[src/rtl/pipe_skid_reg_pkg.sv]
// Shared definitions for the elastic pipeline stage register: state
// encodings, per-stage hold-bit indices in the ctrl hold vector and the
// canonical NOP instruction used to fill empty or flushed stages.
package pipe_skid_reg_pkg;

   // State encodings double as the occupancy count (0/1/2 entries)
   localparam logic [1:0] ST_EMPTY = 2'd0;
   localparam logic [1:0] ST_FULL  = 2'd1;
   localparam logic [1:0] ST_SKID  = 2'd2;

   // Bit positions inside the ctrl hold vector, one per stage boundary
   localparam int HOLD_IF  = 0;
   localparam int HOLD_ID  = 1;
   localparam int HOLD_EX  = 2;
   localparam int HOLD_MEM = 3;
   localparam int HOLD_WB  = 4;

   // addi x0, x0, 0
   localparam logic [31:0] INST_NOP = 32'h0000_0013;

endpackage

[src/rtl/gnrl_dfflrd.sv]
// General-purpose flop bank with load enable and a reset default value.
// Reset is synchronous and active-low.
module gnrl_dfflrd #(
   parameter int            DW      = 32,
   parameter logic [DW-1:0] RST_VAL = {DW{1'b0}}
) (
   input  logic          clk,
   input  logic          rstn,
   input  logic          lden,
   input  logic [DW-1:0] dnxt,
   output logic [DW-1:0] qout
);

   logic [DW-1:0] q_r;

   // Hold value unless loaded; synchronous reset to the default value
   always_ff @(posedge clk) begin
      if (!rstn) begin
         q_r <= RST_VAL;
      end else if (lden) begin
         q_r <= dnxt;
      end else begin
         q_r <= q_r;
      end
   end

   assign qout = q_r;

endmodule

[src/rtl/pipe_skid_reg.sv]
// Elastic pipeline stage register with valid/ready handshake, optional
// 2-entry skid buffer (registered in_ready_o), synchronous flush that
// empties the stage and a per-stage hold bit taken from the ctrl vector.
module pipe_skid_reg
   import pipe_skid_reg_pkg::*;
#(
   parameter int            DW       = 32,
   parameter logic [DW-1:0] NOP_VAL  = {DW{1'b0}},
   parameter int            SKID     = 1,
   parameter int            CTRL_W   = 5,
   parameter int            HOLD_BIT = 3
) (
   input  logic              clk,
   input  logic              rstn,
   input  logic [CTRL_W-1:0] hold_en_i,
   input  logic              flush_i,
   input  logic              in_valid_i,
   output logic              in_ready_o,
   input  logic [DW-1:0]     in_data_i,
   output logic              out_valid_o,
   input  logic              out_ready_i,
   output logic [DW-1:0]     out_data_o,
   output logic [1:0]        occ_o
);

   // One-hot select of this stage's bit; masking keeps the whole vector in use
   localparam logic [CTRL_W-1:0] HOLD_MASK = CTRL_W'(1'b1) << HOLD_BIT;

   logic [1:0]    state_r;
   logic [1:0]    state_nxt_s;
   logic          not_skid_r;
   logic          hold_s;
   logic          in_ready_s;
   logic          out_valid_s;
   logic          in_fire_s;
   logic          out_fire_s;
   logic          main_ld_s;
   logic [DW-1:0] main_nxt_s;
   logic [DW-1:0] main_q_s;
   logic          skid_ld_s;
   logic [DW-1:0] skid_nxt_s;
   logic [DW-1:0] skid_q_s;

   assign hold_s      = |(hold_en_i & HOLD_MASK);
   assign out_valid_s = (state_r != ST_EMPTY) & ~hold_s;
   assign in_fire_s   = in_valid_i & in_ready_s;
   assign out_fire_s  = out_valid_s & out_ready_i;

   // Input-side ready: registered skid-free flag, or pass-through of consumer ready
   always_comb begin
      in_ready_s = 1'b0;
      if (SKID != 0) begin
         in_ready_s = not_skid_r & ~hold_s;
      end else begin
         in_ready_s = ((state_r == ST_EMPTY) | out_ready_i) & ~hold_s;
      end
   end

   // Next state and entry load enables; flush beats hold beats handshake
   always_comb begin
      state_nxt_s = state_r;
      main_ld_s   = 1'b0;
      main_nxt_s  = in_data_i;
      skid_ld_s   = 1'b0;
      skid_nxt_s  = in_data_i;
      if (flush_i) begin
         state_nxt_s = ST_EMPTY;
         main_ld_s   = 1'b1;
         main_nxt_s  = NOP_VAL;
         skid_ld_s   = 1'b1;
         skid_nxt_s  = NOP_VAL;
      end else if (hold_s) begin
         state_nxt_s = state_r;
      end else begin
         case (state_r)
            ST_EMPTY: begin
               if (in_fire_s) begin
                  state_nxt_s = ST_FULL;
                  main_ld_s   = 1'b1;
               end else begin
                  state_nxt_s = ST_EMPTY;
               end
            end
            ST_FULL: begin
               if (in_fire_s && out_fire_s) begin
                  state_nxt_s = ST_FULL;
                  main_ld_s   = 1'b1;
               end else if (in_fire_s && (SKID != 0)) begin
                  state_nxt_s = ST_SKID;
                  skid_ld_s   = 1'b1;
               end else if (out_fire_s) begin
                  state_nxt_s = ST_EMPTY;
               end else begin
                  state_nxt_s = ST_FULL;
               end
            end
            ST_SKID: begin
               if (out_fire_s) begin
                  state_nxt_s = ST_FULL;
                  main_ld_s   = 1'b1;
                  main_nxt_s  = skid_q_s;
               end else begin
                  state_nxt_s = ST_SKID;
               end
            end
            default: begin
               state_nxt_s = ST_EMPTY;
            end
         endcase
      end
   end

   // State register plus a dedicated flop so in_ready_o has no state decode
   always_ff @(posedge clk) begin
      if (!rstn) begin
         state_r    <= ST_EMPTY;
         not_skid_r <= 1'b1;
      end else begin
         state_r    <= state_nxt_s;
         not_skid_r <= (state_nxt_s != ST_SKID);
      end
   end

   gnrl_dfflrd #(
      .DW      (DW),
      .RST_VAL (NOP_VAL)
   ) u_main (
      .clk  (clk),
      .rstn (rstn),
      .lden (main_ld_s),
      .dnxt (main_nxt_s),
      .qout (main_q_s)
   );

   generate
      if (SKID != 0) begin : g_skid
         gnrl_dfflrd #(
            .DW      (DW),
            .RST_VAL (NOP_VAL)
         ) u_skid (
            .clk  (clk),
            .rstn (rstn),
            .lden (skid_ld_s),
            .dnxt (skid_nxt_s),
            .qout (skid_q_s)
         );
      end else begin : g_no_skid
         assign skid_q_s = NOP_VAL;
      end
   endgenerate

   assign in_ready_o  = in_ready_s;
   assign out_valid_o = out_valid_s;
   assign out_data_o  = (state_r != ST_EMPTY) ? main_q_s : NOP_VAL;
   assign occ_o       = state_r;

endmodule

[config.mk]
export PLATFORM = sky130hd
export DESIGN_NAME = pipe_skid_reg
export DESIGN_NICKNAME = d
export VERILOG_FILES = /design/src/rtl/pipe_skid_reg_pkg.sv /design/src/rtl/gnrl_dfflrd.sv /design/src/rtl/pipe_skid_reg.sv
export SDC_FILE = /design/constraint.sdc
export NUM_CORES = 1
export LEC_CHECK = 0
export CAP_MARGIN = 15
export CORE_ASPECT_RATIO = 0.7
export CORE_MARGIN = 5
export CORE_UTILIZATION = 55
export DETAILED_ROUTE_END_ITERATION = 10
export PLACE_DENSITY = 0.86
export SYNTH_ARGS = -nofsm -noshare
export SYNTH_HDL_FRONTEND = slang
export SYNTH_SLANG_ARGS = --single-unit
[constraint.sdc]
create_clock -name clk -period 7.86 [get_ports clk]
set_input_delay 1.965 -clock clk [delete_from_list [all_inputs] [get_ports clk]]
set_output_delay 1.965 -clock clk [all_outputs]
set_load 0.01 [all_outputs]
==> out/results.ini <==
[worst_setup_path]
path_class = in -> out
critPathCaptureType = primary output
critPathLaunchType = input port
reg2reg_depth = 9
cp_data_arrival_time_ns = 3.41
reg2reg_from = occ_o[1]
r2r-end = u_main.qout[0]
cp_cell_sequence = clkdlybuf4s50_1, nor2_1, clkdlybuf4s50_1
path_common_cell = clkdlybuf4s50_1
r2r_setup_slack_ns = 4.41
cp_slowest_stage_delay_ns = 0.60
required_ns = 5.89
crit_fanout = 10
cpMaxStageDelayCell = clkdlybuf4s50_1

[cells_and_area]
area_growth_pct = 24.24
final_cell_area_sq_mm = 0.004393
seq_area_sq_mm = 0.001341
multi_input_area_sq_mm = 0.002004
final_common_cell = clkdlybuf4s50_1
antenna_cells = 0
drive_gt1_share_pct = 21.46
nNetsFinal = 451
final_cell_mix = clkdlybuf4s50_1 (73), dfxtp_1 (67), nand2_1 (66), nor2b_1 (34), a21oi_1 (33)
final.fill_count = 488

[min_path]
whs_endpoint = g_skid.u_skid.qout[29]
hold_path.class = reg -> reg
worst_hold_path.num_cells = 2
min_from = g_skid.u_skid.qout[29]

[synth]
synth_cell_type_count = 29
synth_xor_area_share_pct = 0
synth_edf_count = 0
synth_top_family_by_area = compound AO/OA/AOI/OAI gates
synth-simple-area-share_pct = 15.57
synth_area_leaders = dfxtp_1 (38%), a2111oi_2 (13%), a211oi_2 (11%)
synth_ff_type = dfxtp_1
synth_fa_ha_area_share_pct = 0.7077
async_flop_share_pct = 0
synthesis.instances = 356
syn-num-nets = 400
synth_top_area_share_pct = 37.93
synth-compound-area-share_pct = 30.50
syn-cell-area_sq_mm = 0.003536
synthMuxAreaShare_pct = 9.059
synth_area_leader_cell = dfxtp_1
ys_ff_latch = 67
ys_seq_area_share_pct = 37.93
ys_warn_count = 0
syn_avg_cell_area_sq_um = 9.932

[sta]
worst_pin_slew_ns = 0.8547
tns_ns = 0
min_period_ns = 5.372
setup_viol_count_final = 0
fmax_mhz = 186.1
timing.slew.headroom_pct = 43.02
whs_ns = 0.4529
hold_viol = 0
slew_viol_final = 0
clock_skew_ns = 0.007869
timing.final.crit_share_pct = 68.35
rsz0062_at_grt = false

[flow_run]
max_cap_viol_count = 0

[global_route]
grt_max_degree = 67
grt_pass1_vias = 2830
gr-usage-all-layers_pct = 20.53
grt_antenna_before_repair = 0
overflow = 0
grt_pass1_wl_um = 13700

[drt]
wl_per_cell_um = 16.78
vias = 2822
drt-total-wl_um = 8187
ant_nets = 0
drt-initial-drc-count = 172
drc_errors = 0
viasPerCell = 5.783
drtPass1Iterations = 4

[floorplan]
rows = 24
io_pins = 78
die_y_um = 77.09
die_w_um = 105.8
core_sq_mm = 0.006246
dieArea_sq_mm = 0.008158
start_util_pct = 56.61

[place]
gp_congestion = 0.7648
dp_hpwl_um = 5030
placed_area_sq_mm = 0.004227
port_buffers = 73

[power]
leakagePower_nw = 1.296
power_density_mw_per_mm2 = 155.5
vdd_drop_max_v = 0.00009398

[clocking]
cts_tree = built
cts_made_buffers = 9
cts_hold_buf = 0
clock_latency_ns = 0.34
cts_buffer_depth = 2
cts_setup_buffers = 0
path_clk_slew_ns = 0.06
cts_root_buf = clkbuf_8
cts.sinks = 67
htree_levels = 3
cts_resized = 0

[run_status]
status = finished clean

-- cell usage after synthesis (2+ instances only) --
cell,count
buf_2,14
dfxtp_1,67
a2111oi_2,30
a21oi_1,33
nor2b_1,34
o21a_1,2
clkbuf_1,16
a211oi_2,30
a2111oi_0,2
nor2_1,4
buf_6,5
buf_4,4
a211oi_1,2
ha_1,2
nand2_1,66
mux2i_1,32
-- state kept, by name (all words and copies together) (netlist names) --
name	cells
occ_o	2
u_main.qout	32
not_skid_r	1
g_skid.u_skid.qout	32
-- routing by layer --
metal	GRT usage [%]	up-vias	routed length, um
met2	32.70	70	3931
met4	6.986	0	50
li1	-	1389	-
met5	0	-	0
met3	6.124	6	410
met1	26.56	1357	3795
-- worst max path at each step --
| stage | from | endpoint | slack, ns | cells after the start |
|---|---|---|---|---|
| 2_1_floorplan | hold_en_i[3] | out_valid_o | 3.56 | 2 |
| 3_3_place_gp | hold_en_i[3] | u_main.qout[31] | 2.44 | 8 |
| 3_5_place_dp | hold_en_i[3] | u_main.qout[9] | 2.42 | 8 |
| 4_1_cts | hold_en_i[3] | out_valid_o | 2.48 | 3 |
| 5_1_grt | hold_en_i[3] | out_valid_o | 2.42 | 3 |
| 6_report | hold_en_i[3] | out_valid_o | 2.49 | 3 |
-- where the power goes --
part / internal [W] / leakage [nW] / switching [W]
registers: 0.000346 / 0.542 / 0.00000429
clock network: 0.000126 / 0.0908 / 0.000121
logic: 0.0000444 / 0.663 / 0.0000413
-- area by class of cell --
type / count / share of cell area, %
well taps: 78 / 2.222
clock buffers: 11 / 3.446
repair buffers: 80 / 17.83
flip-flops and latches: 67 / 30.53
clock inverters: 3 / 0.3418
multi-input cells: 249 / 45.63
-- kinds of logic (layout without fill, tap and decap cells) --
logic type | after synthesis | after routing
AOI/OAI and AO/OA | 103 | 103
adders and majority gates | 2 | 2
buffers and inverters | 40 | 94
DFF | 67 | 67
muxes | 32 | 32
and+or+nand+nor | 112 | 112
-- per-stage QoR --
| step | total power [W] | cells | worst slack, ns | util (%) |
|---|---|---|---|---|
| floorplan | 0.0004118 | 356 | 3.564 | - |
| global placement | 0.0004410 | 474 | 2.442 | 67.67 |
| detailed placement | 0.0004428 | 474 | 2.416 | 67.67 |
| CTS | 0.0006906 | 488 | 2.482 | 70.33 |
| global route | 0.0007127 | 488 | 2.420 | 70.33 |
| finish | 0.0006831 | 488 | 2.488 | 70.33 |
-- worst max-delay path: cells and delay by family --
kind,cells,cell delay (ns)
buf+inv,2,1.19
simple gates,1,0.26
Power figures use the tool's default switching activity.
